`config.mk`:
```
export PLATFORM = sky130hd
export DESIGN_NAME = mult35x35_parallel_pipe
export DESIGN_NICKNAME = d
export VERILOG_FILES = /design/src/rtl/mult_pkg.sv /design/src/rtl/mult_pp_18x18.sv /design/src/rtl/mult35x35_parallel_pipe.sv
export SDC_FILE = /design/constraint.sdc
export NUM_CORES = 2
export LEC_CHECK = 0
export CAP_MARGIN = 20
export CORE_ASPECT_RATIO = 1.5
export CORE_MARGIN = 4
export CORE_UTILIZATION = 40
export DETAILED_ROUTE_END_ITERATION = 7
export GPL_TIMING_DRIVEN = 0
export PLACE_DENSITY = 0.58
export SYNTH_ARGS = -nofsm -noshare
export SYNTH_HDL_FRONTEND = slang
export SYNTH_HIERARCHICAL = 1
export SYNTH_SLANG_ARGS = --single-unit
```
`constraint.sdc`:
```
create_clock -name CLK -period 12.78 [get_ports CLK]
set_clock_uncertainty 0.05 [all_clocks]
set_input_delay 1.917 -clock CLK [delete_from_list [all_inputs] [get_ports CLK]]
set_output_delay 1.917 -clock CLK [all_outputs]
set_load 0.01 [all_outputs]
```
`src/rtl/mult_pkg.sv`:
```
// Shared widths and types for the 35x35 pipelined multiplier.
// The operand is split into an 18-bit low slice and a 17-bit high slice.
package mult_pkg;
    localparam int W       = 35;
    localparam int PW      = 70;
    localparam int LO_W    = 18;
    localparam int HI_W    = 17;
    localparam int LATENCY = 4;

    typedef logic [W-1:0]  operand_t;
    typedef logic [PW-1:0] product_t;
endpackage

```
`src/rtl/mult_pp_18x18.sv`:
```
// Unsigned 18x18 partial-product multiplier with one output register stage.
// High slices arrive zero-extended, so the product is treated as unsigned.
module mult_pp_18x18
    import mult_pkg::*;
(
    input  logic                CLK,
    input  logic                RST,
    input  logic [LO_W-1:0]     a_in,
    input  logic [LO_W-1:0]     b_in,
    output logic [2*LO_W-1:0]   prod_out
);
    logic [2*LO_W-1:0] prod_d;
    logic [2*LO_W-1:0] prod_q;

    always_comb begin
        prod_d = {{LO_W{1'b0}}, a_in} * {{LO_W{1'b0}}, b_in};
    end

    always_ff @(posedge CLK) begin
        if (RST) begin
            prod_q <= '0;
        end else begin
            prod_q <= prod_d;
        end
    end

    assign prod_out = prod_q;
endmodule

```
`src/rtl/mult35x35_parallel_pipe.sv`:
```
// Four-stage unsigned 35x35 multiplier: input register, four parallel
// partial products, middle-term add, then the final shifted sum.
module mult35x35_parallel_pipe
    import mult_pkg::*;
(
    input  logic     CLK,
    input  logic     RST,
    input  operand_t A_IN,
    input  operand_t B_IN,
    output product_t PROD_OUT
);
    // S1: operand capture
    operand_t a_d, a_q;
    operand_t b_d, b_q;

    // S2: partial products, registered inside the sub-modules
    logic [LO_W-1:0]   a_lo, a_hi, b_lo, b_hi;
    logic [2*LO_W-1:0] pll, plh, phl, phh;

    // S3: middle term plus forwarded outer terms
    logic [2*LO_W-1:0] mid_d, mid_q;
    logic [2*LO_W-1:0] pll_d, pll_q;
    logic [2*LO_W-1:0] phh_d, phh_q;

    // S4: final product
    product_t prod_d, prod_q;

    always_comb begin
        a_d = A_IN;
        b_d = B_IN;
    end

    always_comb begin
        a_lo = a_q[LO_W-1:0];
        b_lo = b_q[LO_W-1:0];
        a_hi = {1'b0, a_q[W-1:LO_W]};
        b_hi = {1'b0, b_q[W-1:LO_W]};
    end

    mult_pp_18x18 u_pp_ll (.CLK(CLK), .RST(RST), .a_in(a_lo), .b_in(b_lo), .prod_out(pll));
    mult_pp_18x18 u_pp_lh (.CLK(CLK), .RST(RST), .a_in(a_lo), .b_in(b_hi), .prod_out(plh));
    mult_pp_18x18 u_pp_hl (.CLK(CLK), .RST(RST), .a_in(a_hi), .b_in(b_lo), .prod_out(phl));
    mult_pp_18x18 u_pp_hh (.CLK(CLK), .RST(RST), .a_in(a_hi), .b_in(b_hi), .prod_out(phh));

    // Both cross terms are below 2^35, so their 36-bit sum cannot overflow.
    always_comb begin
        mid_d = plh + phl;
        pll_d = pll;
        phh_d = phh;
    end

    always_comb begin
        prod_d = (product_t'(phh_q) << (2*LO_W))
               + (product_t'(mid_q) << LO_W)
               + product_t'(pll_q);
    end

    always_ff @(posedge CLK) begin
        if (RST) begin
            a_q    <= '0;
            b_q    <= '0;
            mid_q  <= '0;
            pll_q  <= '0;
            phh_q  <= '0;
            prod_q <= '0;
        end else begin
            a_q    <= a_d;
            b_q    <= b_d;
            mid_q  <= mid_d;
            pll_q  <= pll_d;
            phh_q  <= phh_d;
            prod_q <= prod_d;
        end
    end

    assign PROD_OUT = prod_q;
endmodule

```
After elaboration in Yosys (flattened, before gate mapping). Cells that the tools add are included.

Register bits after elaboration: 388. Input bits: 72. Output and inout bits: 70. Word-level logic and storage cells: 17.

Add/subtract/negate cells: 3. $mul: 4.

Operator list (count): adder 70 x 36 -> 70 bit (1); adder 70 x 54 -> 70 bit (1); adder 36 bit (1); multiplier 18 x 18 -> 36 bit (1); multiplier 17 x 18 -> 35 bit (1); multiplier 18 x 17 -> 35 bit (1); multiplier 17 x 17 -> 34 bit (1).

Logic depth before layout (Yosys ltp).
Depth in word-level cells: 2. Mapped depth: 23. Mapped depth without buffers: 21.

By module. The synthesis kept the hierarchy.

Modules (own cells, without submodules): mult_pp_18x18 at u_pp_hl ... (instances 2, cells an instance 1341, area an instance 11641.2 um^2, sequential area each 720.7 um^2); mult_pp_18x18 at u_pp_hh (instances 1, cells an instance 1340, area an instance 11780.0 um^2, sequential area each 720.7 um^2); mult_pp_18x18 at u_pp_ll (instances 1, cells an instance 1338, area an instance 11674.9 um^2, sequential area each 720.7 um^2); mult35x35_parallel_pipe (instances 1, cells an instance 1148, area an instance 10789.1 um^2, sequential area each 4924.7 um^2).

Worst setup path before layout. OpenSTA, ideal clock, no wires.

Path kind: register to register. From: register b_q[29]. To: register u_pp_hh.prod_q[33], in the netlist u_pp_hh/prod_out[33]. Library setup time: 0.123 ns. Arrival: 6.108 ns. Required time: 12.607 ns. Setup slack: 6.499 ns. Cell stages (with the launch flop): 23. Path buffers: 3. Clock period less this slack: 6.281 ns. Cell sequence: dfxtp_1 -> clkbuf_1 -> clkbuf_1 -> nand2_1 -> fa_1 -> inv_1 -> fa_1 -> inv_1 -> fa_1 -> inv_1 -> fa_1 -> fa_1 -> inv_1 -> fa_1 -> inv_1 -> ha_1 -> and2_1 -> buf_2 -> a221o_1 -> a31o_4 -> a311o_1 -> a21oi_2 -> mux2_1.

Word-level cells in the longest chain between the ends: 1.

RTL lines: from (decl) (RTL line mult35x35_parallel_pipe.sv:14) `operand_t b_d, b_q;`; from (signal assigned) (RTL line mult35x35_parallel_pipe.sv:61) `b_q <= '0;`; from (signal assigned) (RTL line mult35x35_parallel_pipe.sv:68) `b_q <= b_d;`; multiplier 17 x 17 -> 34 bit (RTL line mult_pp_18x18.sv:16) `prod_d = {{LO_W{1'b0}}, a_in} * {{LO_W{1'b0}}, b_in};`; to (signal assigned) (RTL line mult_pp_18x18.sv:23) `prod_q <= prod_d;`; to (decl) (RTL line mult_pp_18x18.sv:13) `logic [2*LO_W-1:0] prod_q;`.

No other way between the ends. A chain may end at the register's enable or synchronous reset.

Worst setup path in the final report.
From: register a_q[8]. To: register u_pp_ll.prod_q[32], in the netlist u_pp_ll/prod_out[32].

Word-level cells in the longest chain between the ends: 1.

RTL lines: from (decl) (RTL line mult35x35_parallel_pipe.sv:13) `operand_t a_d, a_q;`; from (signal assigned) (RTL line mult35x35_parallel_pipe.sv:60) `a_q <= '0;`; from (signal assigned) (RTL line mult35x35_parallel_pipe.sv:67) `a_q <= a_d;`; multiplier 18 x 18 -> 36 bit (RTL line mult_pp_18x18.sv:16); to (signal assigned) (RTL line mult_pp_18x18.sv:23); to (decl) (RTL line mult_pp_18x18.sv:13).

No other way between the ends.

==> run_summary.xml <==
<?xml version="1.0" encoding="UTF-8"?>
<metrics>
  <group name="final_layout">
    <metric name="layout.filler_cells" unit="">14120</metric>
    <metric name="post_layout_nonfiller_instances" unit="">8644</metric>
    <metric name="areaGrowthSynthToFinish" unit="%">10.53</metric>
    <metric name="drive_gt1_share" unit="%">2.886</metric>
    <metric name="num-nets-final" unit="">8329</metric>
  </group>
  <group name="setup_path">
    <metric name="cp_cell_sequence" unit="">clkbuf_1 &gt; nand2_1 &gt; fa_1 &gt; fa_1 &gt; fa_1 &gt; inv_1 &gt; fa_1 &gt; fa_1 &gt; inv_1 &gt; fa_1 &gt; inv_1 &gt; ha_1 &gt; clkbuf_1 &gt; nand2_1 &gt; nor2_1 &gt; a221o_1 &gt; a31oi_1 &gt; o21ai_1 &gt; a21oi_1 &gt; mux2_2</metric>
    <metric name="worstReg2RegEnd" unit="">u_pp_ll/prod_out[32]$_SDFF_PP0_</metric>
    <metric name="path_max_fanout" unit="">18</metric>
    <metric name="critical_path_required" unit="ns">13.22</metric>
    <metric name="critical_path.top_delay_family" unit="">adder cells</metric>
    <metric name="r2r.worst_path.cells" unit="">20</metric>
    <metric name="critical_path.max_stage_delay" unit="ns">1.10</metric>
    <metric name="critical_path.most_common_cell" unit="">fa_1</metric>
    <metric name="regToRegStartpoint" unit="">a_q[8]$_SDFF_PP0_</metric>
    <metric name="worst_setup_path_start_kind" unit="">flip-flop</metric>
    <metric name="crit_cells" unit="">20</metric>
    <metric name="critical_path_class" unit="">reg -&gt; reg</metric>
    <metric name="timing.critical_path.to_type" unit="">flip-flop</metric>
    <metric name="worst_path_max_delay_cell" unit="">dfxtp_1</metric>
    <metric name="ff2ff_setup_slack" unit="ns">4.85</metric>
    <metric name="cp_num_buf_inv" unit="">5</metric>
    <metric name="critPathArrivalTime" unit="ns">8.36</metric>
  </group>
  <group name="timing">
    <metric name="worst_hold_slack" unit="ns">0.3745</metric>
    <metric name="setup-tns-final" unit="ns">0</metric>
    <metric name="max_freq" unit="GHz">0.1262</metric>
    <metric name="slew_violations" unit="">0</metric>
    <metric name="rsz0062_at_grt" unit="">no</metric>
    <metric name="hold_violations" unit="">0</metric>
    <metric name="least_margin_pin_slew" unit="ns">1.187</metric>
    <metric name="timing.slew.headroom" unit="%">20.77</metric>
    <metric name="finalSetupViolations" unit="">0</metric>
    <metric name="final_min_period_over_clock_period" unit="%">62.02</metric>
    <metric name="min_period" unit="ns">7.926</metric>
  </group>
  <group name="die">
    <metric name="die-height" unit="um">471.3</metric>
    <metric name="chipWidth" unit="um">316.9</metric>
    <metric name="design.core.area" unit="um2">141900</metric>
    <metric name="design.die.area" unit="um2">149400</metric>
    <metric name="io_pins" unit="">142</metric>
    <metric name="fp_rows" unit="">169</metric>
    <metric name="initial_utilization" unit="%">40.35</metric>
  </group>
  <group name="min_path">
    <metric name="hold_path_startpoint" unit="">pll_q[5]$_SDFF_PP0_</metric>
    <metric name="holdCritPathClass" unit="">reg -&gt; reg</metric>
    <metric name="hold_path_end" unit="">PROD_OUT[5]$_SDFF_PP0_</metric>
    <metric name="whs_path_depth" unit="">1</metric>
  </group>
  <group name="logic_synthesis">
    <metric name="syn_inst" unit="">6475</metric>
    <metric name="yosys_warnings" unit="">6</metric>
    <metric name="mappedNetlistArea" unit="um2">57240</metric>
    <metric name="avgSynthCellArea" unit="um2">8.841</metric>
  </group>
  <group name="clock_network">
    <metric name="clock_latency" unit="ns">0.64</metric>
    <metric name="cts_made_buffers" unit="">42</metric>
    <metric name="cts.sinks" unit="">388</metric>
    <metric name="post-cts-setup-buffer-count" unit="">0</metric>
    <metric name="post_cts_resized" unit="">0</metric>
    <metric name="hold_buffers" unit="">0</metric>
    <metric name="cts.reportedPaths.clkPinSlew" unit="ns">0.07</metric>
    <metric name="clock_tree.root_cell" unit="">clkbuf_16</metric>
    <metric name="cts.htree.levels" unit="">2</metric>
    <metric name="cts-root-to-sink-buffers" unit="">3</metric>
    <metric name="cts_tree" unit="">yes</metric>
  </group>
  <group name="route">
    <metric name="route.vias.total" unit="">44280</metric>
    <metric name="wl_per_cell" unit="um">21.24</metric>
    <metric name="detail-route-antenna-nets" unit="">0</metric>
    <metric name="postRouteWirelength" unit="mm">183.6</metric>
    <metric name="first_pass_iters" unit="">6</metric>
    <metric name="first_iter_violations" unit="">2668</metric>
    <metric name="viasPerCell" unit="">5.123</metric>
    <metric name="detail_route.drc_violations" unit="">0</metric>
  </group>
  <group name="run_status">
    <metric name="outcome" unit="">completed</metric>
  </group>
  <group name="global_routing">
    <metric name="vias_in_the_first_global_route" unit="">47830</metric>
    <metric name="grt_max_degree" unit="">19</metric>
    <metric name="gr-usage-all-layers" unit="%">24.83</metric>
    <metric name="grt_first_pass_wirelength" unit="mm">280.8</metric>
    <metric name="globalRouteOverflowTotal" unit="">0</metric>
    <metric name="grt_antenna_before_repair" unit="">8</metric>
  </group>
  <group name="placement">
    <metric name="buffer_ports.inserted" unit="">141</metric>
    <metric name="place_inst" unit="">8558</metric>
    <metric name="dp.final_hpwl" unit="mm">152.2</metric>
    <metric name="gp_congestion" unit="">0.9381</metric>
  </group>
  <group name="flow_run">
    <metric name="max_cap_viol_count" unit="">0</metric>
  </group>
  <group name="power">
    <metric name="vdd_drop_max" unit="mV">0.1224</metric>
    <metric name="pwrdens" unit="nW/um2">108.0</metric>
    <metric name="power.leakage" unit="nW">31.01</metric>
  </group>
</metrics>
==> cells in the final DEF (no fill, tap or decap), types with 59 or more instances in the layout <==
master           instances
nand3_1                 59
ha_1                   507
clkdlybuf4s50_1        140
inv_1                 1286
nor2_1                 257
xnor2_1                 85
xor2_1                  68
and2_1                 639
fa_1                  1025
nor2b_1                219
a21oi_1                197
clkbuf_1               250
nand2_1                842
dfxtp_1                385
o21ai_0                 87
==> per-stage QoR <==
stage          total power [mW]  worst slack (ns)  area (um2)  util [%]
6_report                  6.833             4.854       63270     44.59
5_1_grt                   7.395             4.670       63260     44.58
4_1_cts                   6.870             4.946       63200     44.54
3_5_place_dp              5.530             4.990       61750     43.52
3_3_place_gp              5.493             4.881       61140     43.09
2_1_floorplan             4.228             6.499       57370         -
==> registers in the layout, indices dropped and copies added (netlist names) <==
name	flops
PROD_OUT	70
mid_q	36
pll_q	36
u_pp_hl/prod_out	36
u_pp_lh/prod_out	36
u_pp_ll/prod_out	36
a_q	35
b_q	35
phh_q	34
u_pp_hh/prod_out	34
==> power breakdown <==
part,switching (mW),leakage [nW],total [mW],internal [mW]
registers,0.175,3.20,1.62,1.44
clock network,0.562,0.696,1.29,0.729
logic,2.46,27.1,3.92,1.46
==> worst reg2reg max path: stages (launching register included) <==
cell	delay [ns]
dfxtp_1	1.10
clkbuf_1	0.66
nand2_1	0.19
fa_1	0.55
fa_1	0.46
fa_1	0.50
inv_1	0.05
fa_1	0.51
fa_1	0.52
inv_1	0.05
fa_1	0.51
inv_1	0.06
ha_1	0.26
clkbuf_1	0.28
nand2_1	0.31
nor2_1	0.11
a221o_1	0.30
a31oi_1	0.48
o21ai_1	0.26
a21oi_1	0.24
mux2_2	0.36
==> final cells by class <==
class	instances	area, um2	share of cell area, %
Multi-Input combinational cell	4556	43670	69.01
Antenna cell	6	15.01	0.02373
Clock buffer	50	1132	1.790
Timing Repair Buffer	172	2077	3.283
Sequential cell	388	7771	12.28
Clock inverter	26	316.6	0.5003
Tap cell	1881	2354	3.720
Inverter	1286	4827	7.629
Buffer	279	1112	1.758
==> worst max path at each step <==
stage / slack [ns] / endpoint / startpoint
2_1_floorplan: 6.50 / u_pp_hh/prod_out[33]$_SDFF_PP0_ / b_q[29]$_SDFF_PP0_
3_3_place_gp: 4.88 / u_pp_ll/prod_out[32]$_SDFF_PP0_ / a_q[0]$_SDFF_PP0_
3_5_place_dp: 4.99 / u_pp_hh/prod_out[33]$_SDFF_PP0_ / b_q[29]$_SDFF_PP0_
4_1_cts: 4.95 / u_pp_hh/prod_out[33]$_SDFF_PP0_ / b_q[29]$_SDFF_PP0_
5_1_grt: 4.67 / u_pp_ll/prod_out[32]$_SDFF_PP0_ / a_q[8]$_SDFF_PP0_
6_report: 4.85 / u_pp_ll/prod_out[32]$_SDFF_PP0_ / a_q[8]$_SDFF_PP0_
==> layer usage <==
metal  GRT usage [%]  vias up  part of all wire (%)
met1           28.45    22320                    38
met4           13.24        2                   6.6
met3           3.181      455                   4.9
met5               0        -                0.0071
li1                -    20120                     -
met2           44.66     1375                    51
Note: power is estimated with default switching activity, not from simulation.
